<file path="src/rtl/pico_uart_tx_responder.sv">
// pico_uart_tx_responder: PicoRV32 bus responder feeding a TX FIFO drained by an 8N1 UART serializer
module pico_uart_tx_responder #(
  parameter logic [31:0] BASE_ADDR = 32'h1000_0000,
  parameter int FIFO_DEPTH = 16,
  parameter logic [15:0] DEFAULT_DIV = 16'd234
) (
  input  logic        clk,
  input  logic        resetn,
  input  logic        mem_valid,
  input  logic        mem_instr,
  input  logic [31:0] mem_addr,
  input  logic [31:0] mem_wdata,
  input  logic [3:0]  mem_wstrb,
  output logic        mem_ready,
  output logic [31:0] mem_rdata,
  output logic        uart_tx,
  output logic [7:0]  out_byte,
  output logic        out_byte_en
);
  localparam int AW = $clog2(FIFO_DEPTH);
  localparam int CW = AW + 1;
  typedef enum logic [1:0] {IDLE, START, DATA, STOP} state_t;
  state_t state;
  logic [7:0] fifo [FIFO_DEPTH];
  logic [AW-1:0] wptr, rptr;
  logic [CW-1:0] count;
  logic [15:0] div, period, cnt;
  logic [2:0] bit_idx;
  logic [7:0] shreg;
  logic hit, wr, data_wr, div_wr, full, empty, stall, accept, enq, deq, bit_end, busy;
  logic [1:0] off;
  logic [31:0] status, rdata_c;
  logic unused;
  assign unused = ^{mem_addr[1:0], mem_wdata[31:16]};
  assign off = mem_addr[3:2];
  assign full = count == CW'(FIFO_DEPTH);
  assign empty = count == '0;
  assign busy = state != IDLE;
  assign hit = mem_valid & (mem_addr[31:4] == BASE_ADDR[31:4]) & ~mem_ready;
  assign wr = ~mem_instr & (|mem_wstrb);
  assign data_wr = hit & wr & (off == 2'd0) & mem_wstrb[0];
  assign div_wr = hit & wr & (off == 2'd2);
  assign stall = data_wr & full;
  assign accept = hit & ~stall;
  assign enq = data_wr & ~full;
  assign bit_end = cnt == period - 16'd1;
  assign deq = ~empty & ((state == IDLE) | ((state == STOP) & bit_end));
  // Read mux: STATUS packs busy/full/empty and the FIFO fill level
  always_comb begin
    status = '0;
    status[0] = busy;
    status[1] = full;
    status[2] = empty;
    status[8 +: CW] = count;
    rdata_c = wr ? '0 : (off == 2'd1) ? status : (off == 2'd2) ? {16'h0, div} : '0;
  end
  // Bus side: registered single-cycle ready, DIV byte writes and enqueue mirror
  always_ff @(posedge clk or negedge resetn)
    if (!resetn) begin
      mem_ready <= 1'b0;
      mem_rdata <= '0;
      div <= DEFAULT_DIV;
      out_byte <= '0;
      out_byte_en <= 1'b0;
    end else begin
      mem_ready <= accept;
      mem_rdata <= accept ? rdata_c : '0;
      out_byte_en <= enq;
      if (enq) out_byte <= mem_wdata[7:0];
      if (div_wr & mem_wstrb[0]) div[7:0] <= mem_wdata[7:0];
      if (div_wr & mem_wstrb[1]) div[15:8] <= mem_wdata[15:8];
    end
  // FIFO pointers and fill level; pointers wrap naturally at the power-of-two depth
  always_ff @(posedge clk or negedge resetn)
    if (!resetn) begin
      wptr <= '0;
      rptr <= '0;
      count <= '0;
    end else begin
      if (enq) wptr <= wptr + AW'(1);
      if (deq) rptr <= rptr + AW'(1);
      count <= count + CW'(enq) - CW'(deq);
    end
  // FIFO storage needs no reset; the count decides what is valid
  always_ff @(posedge clk)
    if (enq) fifo[wptr] <= mem_wdata[7:0];
  // Serializer: start, 8 data bits LSB first, stop; a pending byte chains straight into START
  always_ff @(posedge clk or negedge resetn)
    if (!resetn) begin
      state <= IDLE;
      uart_tx <= 1'b1;
      period <= 16'd2;
      cnt <= '0;
      bit_idx <= '0;
      shreg <= '0;
    end else if (deq) begin
      state <= START;
      uart_tx <= 1'b0;
      shreg <= fifo[rptr];
      period <= (div < 16'd2) ? 16'd2 : div;
      cnt <= '0;
    end else if (state == IDLE) begin
      uart_tx <= 1'b1;
    end else if (!bit_end) begin
      cnt <= cnt + 16'd1;
    end else begin
      cnt <= '0;
      case (state)
        START: begin
          state <= DATA;
          bit_idx <= '0;
          uart_tx <= shreg[0];
        end
        DATA: begin
          if (bit_idx == 3'd7) begin
            state <= STOP;
            uart_tx <= 1'b1;
          end else begin
            bit_idx <= bit_idx + 3'd1;
            shreg <= shreg >> 1;
            uart_tx <= shreg[1];
          end
        end
        default: begin
          state <= IDLE;
          uart_tx <= 1'b1;
        end
      endcase
    end
endmodule

</file>
<file path="config.mk">
export PLATFORM = sky130hd
export DESIGN_NAME = pico_uart_tx_responder
export DESIGN_NICKNAME = d
export VERILOG_FILES = /design/src/rtl/pico_uart_tx_responder.sv
export SDC_FILE = /design/constraint.sdc
export NUM_CORES = 1
export LEC_CHECK = 0
export ABC_AREA = 0
export CAP_MARGIN = 20
export CORE_ASPECT_RATIO = 1.4
export CORE_MARGIN = 8
export CORE_UTILIZATION = 51
export CTS_BUF_LIST = sky130_fd_sc_hd__clkbuf_16
export DETAILED_ROUTE_END_ITERATION = 7
export MAX_ROUTING_LAYER = met4
export PLACE_DENSITY_LB_ADDON = 0.1
export SYNTH_ARGS = -nofsm -noshare
export SYNTH_HDL_FRONTEND = slang
export SYNTH_SLANG_ARGS = --single-unit
</file>
<file path="constraint.sdc">
create_clock -name clk -period 4.15 [get_ports clk]
set_clock_uncertainty 0.05 [all_clocks]
set_input_delay 0.83 -clock clk [delete_from_list [all_inputs] [get_ports clk]]
set_output_delay 0.83 -clock clk [all_outputs]
set_load 0.005 [all_outputs]
</file>
==> results of run 1 <==
[layout make-up]
cell class | count | area share [%]
Clock buffer | 24 | 4.91
Clock inverter | 17 | 1.02
Inverter | 22 | 0.675
Multi-Input combinational cell | 460 | 30.3
Sequential cell | 229 | 52.2
Tap cell | 252 | 2.58
Timing Repair Buffer | 110 | 8.37
[placed cells by master, fill, tap and decap left out, drive strengths merged, types with 7 or more instances in the layout]
| cell type | n |
|---|---|
| a21oi | 14 |
| a22oi | 13 |
| and2 | 10 |
| buf | 31 |
| clkbuf | 24 |
| clkdlybuf4s50 | 79 |
| clkinv | 7 |
| conb | 16 |
| dfrtp | 94 |
| dfstp | 7 |
| edfxtp | 128 |
| ha | 19 |
| inv | 29 |
| mux2 | 45 |
| mux2i | 29 |
| mux4 | 22 |
| nand2 | 42 |
| nand2b | 7 |
| nand3 | 12 |
| nand4 | 16 |
| nor2 | 52 |
| nor3 | 12 |
| nor4 | 16 |
| nor4b | 7 |
| o21ai | 27 |
| xnor2 | 25 |
| xor2 | 15 |
[layer usage]
metal,vias up,share of wire [%],GRT usage [%]
met1,3207,37,20.2
met5,-,0,-
met3,53,3.9,2.78
met4,0,3.9,7.93
met2,132,56,36.5
li1,2936,-,-
[sequential cells by signal (all words and copies together) (netlist names)]
name,cells
rptr,4
out_byte_en,1
bit_idx,3
out_byte,8
wptr,4
count,5
div,16
fifo,128
shreg,8
mem_rdata,16
uart_tx,1
state,2
cnt,16
period,16
mem_ready,1
[power by group]
part,leakage (nW),total (mW),internal [mW],switching [mW]
registers,2.47,2.57,2.46,0.112
logic,1.97,0.634,0.348,0.287
clock network,0.381,1.99,1.16,0.827
[what timing repair did]
| action | 4_1_cts | 5_1_grt |
|---|---|---|
| hold endpoints to repair | 0 | 0 |
| setup endpoints to repair | 1 | 0 |
| gates resized for setup | 1 | 0 |
[worst max-delay path: cells and delay by family (launching register included)]
| family | cells | cell delay [ns] |
|---|---|---|
| compound gates | 3 | 0.63 |
| xor+xnor | 2 | 0.33 |
| fa+ha+maj | 4 | 0.98 |
| buf+inv | 2 | 0.10 |
| flops | 1 | 0.41 |
| simple gates | 5 | 1.42 |
[worst paths after layout]
| path | slack, ns | cells past startpoint | to | start |
|---|---|---|---|---|
| min reg2reg | 0.45 | 1 | uart_tx | uart_tx |
| max in group asynchronous | 2.87 | 2 | uart_tx | resetn |
| max reg2reg | 0.17 | 16 | count[4] | period[1] |
| max | 0.17 | 16 | count[4] | period[1] |
| min in group clk | 0.45 | 1 | uart_tx | uart_tx |
| min | 0.26 | 1 | div[11] | resetn |
[through the flow]
step                cell area [µm²]  setup slack (ns)  utilization, %  cells
floorplan                     10400             0.171               -    754
global placement              11500            0.0508            57.9   1073
detailed placement            11500           -0.0655            57.9   1073
CTS                           12200             0.233            61.6   1114
global route                  12200            0.0159            61.6   1114
finish                        12200             0.173            61.6   1114
[kinds of logic after synthesis]
| group | Yosys count | share of synthesized area (%) |
|---|---|---|
| adders and majority gates | 20 | 2.49 |
| other | 1 | 0.0363 |
| buffers and inverters | 65 | 3.17 |
| DFF | 229 | 61.8 |
| AOI/OAI and AO/OA | 89 | 5.99 |
| and+or+nand+nor | 199 | 10.6 |
| xor gates and xnor gates | 40 | 3.39 |
| muxes | 96 | 12.5 |
==> qor.log, run 1 <==
INFO  power          powerDensity=425mW/mm²
INFO  job            drv_cap=0
INFO  cts            post-cts-setup-buffers=0
INFO  yosys          ys_top_cells_by_count=128 x sky130_fd_sc_hd__edfxtp_1, 94 x sky130_fd_sc_hd__dfrtp_1, 52 x sky130_fd_sc_hd__nor2_1, 45 x sky130_fd_sc_hd__mux2_2, 42 x sky130_fd_sc_hd__nand2_1
INFO  status         outcome=complete, no violations
INFO  worst_hold_path hold_class=in2async
INFO  yosys          yosys_warnings=0
INFO  floorplanning  num_rows=61
INFO  sta            timing.slew.headroom=38.8%
INFO  sta            max_freq=251MHz
INFO  floorplanning  initial_core_utilization=52.1%
INFO  cts            clock_tree.htree_level_count=1
INFO  finish         n_antenna_cell=0
INFO  finish         area_growth_from_synthesis_to_layout=18.4%
INFO  sta            worst_hold_slack_across_all_endpoints=0.258ns
INFO  cts            tritoncts=built
INFO  detailed_routing routed-via-count=6328
INFO  detailed_routing drt_pass1_iterations=4
INFO  finish         drive_above_1_share=18.2%
INFO  worst_setup_path worst-endpoint-required=4.53ns
INFO  yosys          post_synth_edffs=128
INFO  sta            period_needed=3.98ns
INFO  yosys          synthesized_area_per_cell=14.0µm²
INFO  sta            worst_slew_pin_slew=0.918ns
INFO  cts            cts_root_buffer=sky130_fd_sc_hd__clkbuf_16
INFO  place          detailed_place_hpwl=16800µm
INFO  place          place.port_buffers=80
INFO  yosys          synth.ff_latch_count=229
INFO  finish         fin_nets=938
INFO  yosys          synth_area=0.0103mm²
INFO  yosys          synth_most_common_cell=sky130_fd_sc_hd__edfxtp_1
INFO  power          vdd.ir_drop.worst=388µV
INFO  detailed_routing vias_per_cell=5.68
INFO  grt            grt.total_usage=19.6%
INFO  worst_setup_path worst-path-max-fanout=7
INFO  grt            first_pass_grt_wire_length=37200µm
INFO  floorplanning  die_height=184µm
INFO  cts            cts.reportedPaths.clkPinSlew=0.06ns
INFO  cts            cts-buffers-inserted=23
INFO  cts            insertion_delay=0.51ns
INFO  floorplanning  design.core.area=0.0198mm²
INFO  yosys          share_of_synthesized_flip_flops_with_an_asynchronous_set_or_reset=44.1%
INFO  grt            grt_max_degree=45
INFO  sta            min_period_over_period=95.8%
INFO  sta            timing.final.setup_violations=0
INFO  cts            clk_path_buf_depth=3
INFO  detailed_routing wire_per_inst=21.0µm
INFO  worst_setup_path crit_type=reg2reg
INFO  yosys          post_synth_main_area_contributors=sky130_fd_sc_hd__edfxtp_1 37%, sky130_fd_sc_hd__dfrtp_1 23%, sky130_fd_sc_hd__mux2_2 4.9%, sky130_fd_sc_hd__mux4_2 4.8%, sky130_fd_sc_hd__mux2i_1 2.8%
INFO  yosys          post_synth_inst_count=739
INFO  worst_setup_path wp_data_arrival=4.35ns
INFO  place          finalWeightedCongestion=0.883
INFO  finish         fill_cells=1544
INFO  grt            grt_antenna_before_repair=0
INFO  cts            postCtsHoldBufs=0
INFO  worst_setup_path crit_path_start_kind=flop
INFO  floorplanning  io_pins=115
INFO  worst_setup_path path_cells=inv_1 -> ha_1 -> nor4b_2 -> nand3_1 -> xnor2_1 -> a211o_1 -> or4_1 -> o21ai_4 -> ha_1 -> inv_1 -> ha_1 -> fa_1 -> a21oi_1 -> nor2_1 -> nor2_1 -> xnor2_1
INFO  worst_setup_path worst_path_max_delay_cell=sky130_fd_sc_hd__nor4b_2
INFO  worst_setup_path crit_path_frequent_cell=sky130_fd_sc_hd__ha_1
INFO  yosys          synthDominantCellAreaShare=37.2%
INFO  sta            report.final.slew_viol_count=0
INFO  grt            via_count_of_the_first_global_routing_pass=6977
INFO  power          post_route_total_power=5.20mW
INFO  grt            globalRoute.totalOverflow=0
INFO  cts            numClockSinks=229
INFO  yosys          synth-main-ff-cell=sky130_fd_sc_hd__edfxtp_1
INFO  detailed_routing drc=0
INFO  floorplanning  die-area=0.0251mm²
INFO  worst_setup_path critPathCaptureType=flop
INFO  sta            timing_hold_violations_final=0
INFO  sta            rsz0062_at_grt=false
INFO  yosys          synth_seq_area_share=61.8%
INFO  worst_setup_path slowest_delay=0.54ns
INFO  yosys          ys_types=65
INFO  floorplanning  die_width=136µm
INFO  power          power.static_leakage=4.83nW
INFO  finish         register_area=0.00638mm²
INFO  sta            tns=0ns
INFO  detailed_routing drt_wl_total=23300µm
INFO  yosys          synth_largest_area_cell=sky130_fd_sc_hd__edfxtp_1
INFO  detailed_routing detailedRoute.firstIterationViolations=332
INFO  finish         multi_input_comb_area=0.00370mm²
INFO  detailed_routing postRouteAntennaNets=0
(Power assumes the default switching activity.)
==> run 2: changes to the inputs <==
- GPL_ROUTABILITY_DRIVEN: unset -> 0
==> results of run 2 <==
No change in the layout: final DEF, timing and power equal those of run 1.
==> run 3: changes to the inputs <==
- SLEW_MARGIN: unset -> 25
==> results of run 3 <==
No change in the layout: final DEF, timing and power equal those of run 1.
